<file path="config.mk">
export PLATFORM = sky130hd
export DESIGN_NAME = xibus_master_ctrl
export DESIGN_NICKNAME = d
export VERILOG_FILES = /design/src/rtl/xibus_pkg.sv /design/src/rtl/xibus_wait_timer.sv /design/src/rtl/xibus_master_ctrl.sv
export SDC_FILE = /design/constraint.sdc
export NUM_CORES = 1
export LEC_CHECK = 0
export ABC_AREA = 1
export CAP_MARGIN = 5
export CORE_UTILIZATION = 41
export CTS_CLUSTER_SIZE = 16
export DETAILED_ROUTE_END_ITERATION = 7
export GPL_TIMING_DRIVEN = 0
export PLACE_DENSITY = 0.81
export SETUP_SLACK_MARGIN = 0.02
export SLEW_MARGIN = 15
export SYNTH_ARGS = -nofsm -noshare
export SYNTH_HDL_FRONTEND = slang
export SYNTH_HIERARCHICAL = 1
export SYNTH_SLANG_ARGS = --single-unit
</file>
<file path="constraint.sdc">
create_clock -name clk -period 1.8 [get_ports clk]
set_input_delay 0.18 -clock clk [delete_from_list [all_inputs] [get_ports clk]]
set_output_delay 0.18 -clock clk [all_outputs]
set_load 0.1 [all_outputs]
</file>
<file path="src/rtl/xibus_pkg.sv">
// xibus_pkg: shared states, error codes and default timeout for the XiBus master
package xibus_pkg;
  typedef enum logic [2:0] {IDLE, CHK, ADDR, DATA, RESP} state_e;
  localparam logic [1:0] ERR_OK   = 2'b00;
  localparam logic [1:0] ERR_STRB = 2'b01;
  localparam logic [1:0] ERR_TMO  = 2'b10;
  localparam int TIMEOUT_DEF = 16;
endpackage

</file>
<file path="src/rtl/xibus_wait_timer.sv">
// xibus_wait_timer: saturating data-phase wait counter flagging the final allowed cycle
module xibus_wait_timer #(
  parameter int TIMEOUT = 16
) (
  input  logic clk,
  input  logic rst,
  input  logic clr_i,
  input  logic en_i,
  output logic last_o
);
  localparam int W = $clog2(TIMEOUT + 1);
  logic [W-1:0] cnt_q, cnt_d;
  always_comb cnt_d = clr_i ? '0 : (en_i && cnt_q != W'(TIMEOUT)) ? cnt_q + 1'b1 : cnt_q;
  always_ff @(posedge clk) cnt_q <= rst ? '0 : cnt_d;
  // high while the current data cycle is the TIMEOUT-th one
  assign last_o = cnt_q == W'(TIMEOUT - 1);
endmodule

</file>
<file path="src/rtl/xibus_master_ctrl.sv">
// xibus_master_ctrl: CPU-side XiBus transaction sequencer driving the address/data encoder
module xibus_master_ctrl
  import xibus_pkg::*;
#(
  parameter int TIMEOUT = TIMEOUT_DEF
) (
  input  logic        clk,
  input  logic        rst,
  input  logic        cpu_req_i,
  input  logic [3:0]  cpu_write_i,
  input  logic [31:0] cpu_addr_i,
  input  logic [31:0] cpu_wdata_i,
  output logic        cpu_ack_o,
  output logic        cpu_err_o,
  output logic [1:0]  cpu_errcode_o,
  output logic [31:0] cpu_rdata_o,
  output logic        busy_o,
  output logic [3:0]  enc_write_o,
  output logic [31:0] enc_addr_o,
  output logic [31:0] enc_wdata_o,
  input  logic        enc_error_i,
  output logic        mst_adrcyn_o,
  output logic        cpu_masterd_o,
  input  logic [31:0] bus_ad_i,
  input  logic        bus_rdyn_i
);
  state_e      state_q, state_d;
  logic [3:0]  write_q, write_d;
  logic [31:0] addr_q, addr_d, wdata_q, wdata_d, rdata_q, rdata_d;
  logic [1:0]  errcode_q, errcode_d;
  logic        ack_q, ack_d, err_q, err_d, busy_q, busy_d, adrcyn_q, adrcyn_d, md_q, md_d;
  logic        tmr_last;

  xibus_wait_timer #(.TIMEOUT(TIMEOUT)) u_timer (
    .clk    (clk),
    .rst    (rst),
    .clr_i  (state_q == ADDR),
    .en_i   (state_q == DATA && bus_rdyn_i),
    .last_o (tmr_last)
  );

  always_comb begin
    state_d   = state_q;
    write_d   = write_q;
    addr_d    = addr_q;
    wdata_d   = wdata_q;
    rdata_d   = rdata_q;
    errcode_d = errcode_q;
    case (state_q)
      IDLE: if (cpu_req_i) begin
        state_d = CHK;
        write_d = cpu_write_i;
        addr_d  = cpu_addr_i;
        wdata_d = cpu_wdata_i;
      end
      CHK: begin
        state_d   = enc_error_i ? RESP : ADDR;
        errcode_d = enc_error_i ? ERR_STRB : errcode_q;
      end
      ADDR: state_d = DATA;
      DATA: if (!bus_rdyn_i) begin
        state_d   = RESP;
        errcode_d = ERR_OK;
        rdata_d   = (write_q == 4'b0) ? bus_ad_i : rdata_q;
      end else if (tmr_last) begin
        state_d   = RESP;
        errcode_d = ERR_TMO;
      end
      default: state_d = IDLE;
    endcase
    // outputs are registered against the next state so they line up with it
    ack_d    = state_d == RESP;
    err_d    = state_d == RESP && errcode_d != ERR_OK;
    busy_d   = state_d != IDLE;
    adrcyn_d = state_d != ADDR;
    md_d     = state_d == ADDR || (state_d == DATA && write_d != 4'b0);
  end

  always_ff @(posedge clk) begin
    if (rst) begin
      state_q   <= IDLE;
      write_q   <= '0;
      addr_q    <= '0;
      wdata_q   <= '0;
      rdata_q   <= '0;
      errcode_q <= ERR_OK;
      ack_q     <= 1'b0;
      err_q     <= 1'b0;
      busy_q    <= 1'b0;
      adrcyn_q  <= 1'b1;
      md_q      <= 1'b0;
    end else begin
      state_q   <= state_d;
      write_q   <= write_d;
      addr_q    <= addr_d;
      wdata_q   <= wdata_d;
      rdata_q   <= rdata_d;
      errcode_q <= errcode_d;
      ack_q     <= ack_d;
      err_q     <= err_d;
      busy_q    <= busy_d;
      adrcyn_q  <= adrcyn_d;
      md_q      <= md_d;
    end
  end

  assign cpu_ack_o     = ack_q;
  assign cpu_err_o     = err_q;
  assign cpu_errcode_o = errcode_q;
  assign cpu_rdata_o   = rdata_q;
  assign busy_o        = busy_q;
  assign enc_write_o   = write_q;
  assign enc_addr_o    = addr_q;
  assign enc_wdata_o   = wdata_q;
  assign mst_adrcyn_o  = adrcyn_q;
  assign cpu_masterd_o = md_q;
endmodule

</file>
==> impl_metrics.env <==
export IMPL_status="finished, final reports clean"
export IMPL_fin_tns_setup_ns=0
export IMPL_r2r_cells=8
export IMPL_crit_required_ns=2.20
export IMPL_firstDrtPassIters=4
export IMPL_critPathMaxFanout=5
export IMPL_die_area_um2=11200
export IMPL_synth_nets=657
export IMPL_yosys_warnings=6
export IMPL_max_stage_delay_ns=0.40
export IMPL_relSlewSlack=0.616
export IMPL_final_layout_size_suffix_gt1_frac=0.275
export IMPL_drcViolationCount=0
export IMPL_num_antenna_cells=0
export IMPL_io_pins=212
export IMPL_rsz0062_at_grt="no"
export IMPL_path_buf_inv=0
export IMPL_end_kind="flop"
export IMPL_worst_slack_ns=0.139
export IMPL_grt_pass1_wl_um=20800
export IMPL_worstHoldStart="bus_ad_i[12]"
export IMPL_drt_iter0_drc=287
export IMPL_hold_viol_final=0
export IMPL_worst_slew_pin_transition_ns=0.579
export IMPL_post_dp_hpwl_um=9390
export IMPL_ctsHoldBuffers=0
export IMPL_path_clk_slew_ns=0.06
export IMPL_fin_crit_ns=1.66
export IMPL_fmax_mhz=602
export IMPL_power_density_nw_per_um2=1170
export IMPL_cts_sinks=115
export IMPL_start_util=0.427
export IMPL_ys_ff_latch=115
export IMPL_dp_cells=896
export IMPL_pre_cts_slack_ns=-0.141
export IMPL_p_leak_nw=2.96
export IMPL_antenna_found_initial=0
export IMPL_worstSetupPathType="reg -> reg"
export IMPL_grtUsageTotal=0.236
export IMPL_arrival_ns=2.06
export IMPL_r2r_slack_ns=0.14
export IMPL_syn_inst=549
export IMPL_row_count=37
export IMPL_finalSetupViolations=0
export IMPL_grt_pass1_vias=4337
export IMPL_area_growth_pct=68.8
export IMPL_h_tree_depth=4
export IMPL_cts_tree="yes"
export IMPL_drt_vias_per_instance=4.77
export IMPL_grt_max_degree=17
export IMPL_path_delay_family="flip-flops"
export IMPL_synth_avg_cell_area_um2=8.06
export IMPL_power_mw=8.77
export IMPL_drv_cap=0
export IMPL_cts_made_buffers=17
export IMPL_fin_nets=887
export IMPL_place_congestion=0.810
export IMPL_post_route_util=0.720
export IMPL_fin_cells=928
export IMPL_wirelength_um=12700
export IMPL_whs_endpoint="cpu_rdata_o[12]"
export IMPL_die_h_um=106
export IMPL_start_kind="flop"
export IMPL_synth_cell_types=27
export IMPL_ctsLongestPathBuffers=2
export IMPL_peakVddDrop_uv=685
export IMPL_path_common_cell="o21ai_0"
export IMPL_r2r_start="u_timer/cnt_q[0]"
export IMPL_drt_wirelength_per_cell_um=13.7
export IMPL_chipWidth_um=106
export IMPL_drv_slew=0
export IMPL_core_area_um2=10400
export IMPL_crit_path_cell_trace="ha_1 -> and3_1 -> ha_1 -> o21ai_0 -> nand2_1 -> o21ai_0 -> o21ai_0 -> nand2_1"
export IMPL_synth_area_um2=4420
export IMPL_r2r_end="busy_o"
export IMPL_cp_slowest_cell="dfxtp_1"
export IMPL_fin_crit_sh=0.923
export IMPL_yosysSeqAreaShare=0.521
export IMPL_path_depth=8
export IMPL_drtAntennaViolNets=0
export IMPL_insertion_delay_ns=0.51
export IMPL_port_buffers=211
export IMPL_root_buffer="clkbuf_8"
export IMPL_vias=4422
export IMPL_finClkSkew_ns=0.0115
export IMPL_hp_class="in -> reg"
export IMPL_overflow=0
export IMPL_min_path_cells=3
cell type report:
cell class | instances | area (um^2)
buffer | 32 | 262
clock buffer | 22 | 473
clock inverter | 10 | 153
fill | 767 | 2900
inverter | 26 | 100
multi-input combinational | 376 | 1760
sequential | 115 | 2300
tap | 136 | 170
timing repair buffer | 211 | 2250
state kept, by name, indices dropped and copies added, names as in the netlist:
signal,flops
enc_wdata_o,32
cpu_masterd_o,1
u_timer/cnt_q,5
enc_addr_o,32
cpu_ack_o,1
cpu_rdata_o,32
state_q,3
cpu_err_o,1
busy_o,1
mst_adrcyn_o,1
enc_write_o,4
cpu_errcode_o,2
cells in the final DEF (no fill, tap or decap), types with 2 or more instances in the layout:
cell type and n:
a21oi_1 5, buf_12 6, buf_2 5, buf_6 5, bufinv_16 4, clkbuf_1 16
clkbuf_16 16, clkbuf_8 5, clkdlybuf4s15_2 107, clkdlybuf4s50_1 104, clkinv_2 7, dfxtp_1 113
dfxtp_2 2, ha_1 3, inv_1 23, nand2_1 29, nand2_2 3, nand3_1 11
nor2_1 163, nor2_2 53, o21ai_0 70, o21ai_1 30
logic make-up after synthesis:
| kind of cell | share of synthesized area |
|---|---|
| AOI/OAI and AO/OA | 0.122 |
| adders and majority gates | 0.00849 |
| buffers and inverters | 0.0818 |
| DFF | 0.521 |
| and+or+nand+nor | 0.267 |
through the flow:
step | hold WS (ns) | cell area (um^2)
3_5_place_dp | 0.475 | 6710
3_3_place_gp | 0.465 | 6710
5_1_grt | 0.258 | 7470
6_report | 0.281 | 7470
2_1_floorplan | 0.245 | 4430
4_1_cts | 0.254 | 7470
how the worst max path moves through the flow:
stage | startpoint | endpoint | slack (ns)
floorplan | enc_write_o[0] | cpu_rdata_o[10] | 0.06
global placement | rst | enc_wdata_o[6] | -0.08
detailed placement | rst | enc_wdata_o[4] | -0.14
CTS | enc_wdata_o[27] | enc_wdata_o[27] | 0.13
global route | u_timer/cnt_q[0] | busy_o | 0.02
finish | u_timer/cnt_q[0] | busy_o | 0.14
report_power, final:
group	total (mW)	switching [mW]	leakage, nW	internal, mW
Sequential	2.85	0.116	0.944	2.73
Clock	3.52	1.13	0.311	2.38
Combinational	2.40	1.74	1.70	0.669
Total	8.77	2.98	2.96	5.78
synth_stat cells:
master / count / share of area
nor2_1: 163 / 0.14
dfxtp_1: 115 / 0.52
o21ai_0: 70 / 0.079
nor2_2: 53 / 0.075
o21ai_1: 30 / 0.034
nand2_1: 29 / 0.025
inv_1: 23 / 0.020
clkbuf_1: 15 / 0.013
nand3_1: 11 / 0.012
buf_12: 6 / 0.027
a21oi_1: 5 / 0.0057
buf_2: 5 / 0.0057
buf_6: 5 / 0.013
ha_1: 3 / 0.0085
nand2_2: 3 / 0.0042
clkinv_2: 2 / 0.0023
and2_1: 1 / 0.0014
and3_1: 1 / 0.0014
buf_1: 1 / 0.00085
inv_2: 1 / 0.00085
nand2_4: 1 / 0.0025
nand3b_1: 1 / 0.0017
nor2_4: 1 / 0.0025
nor3_1: 1 / 0.0011
o21a_1: 1 / 0.0017
o21ai_2: 1 / 0.0020
or2_0: 1 / 0.0014
layer usage:
metal / wire, um / global-route usage / vias to the layer above
li1: - / - / 2199
met1: 5130 / 0.257 / 2030
met2: 6310 / 0.412 / 175
met3: 1040 / 0.0841 / 18
met4: 261 / 0.103 / 0
met5: 0 / 0 / -
tightest hold or removal path, stage by stage:
cell             delay, ns
clkdlybuf4s50_1       0.39
o21ai_1               0.13
nor2_1                0.04
repair_timing:
item	in CTS	in global routing
gates resized for setup	321	0
setup endpoints to repair	107	0
buffers inserted	0	0
No activity file was read; power rests on OpenSTA's default activity.
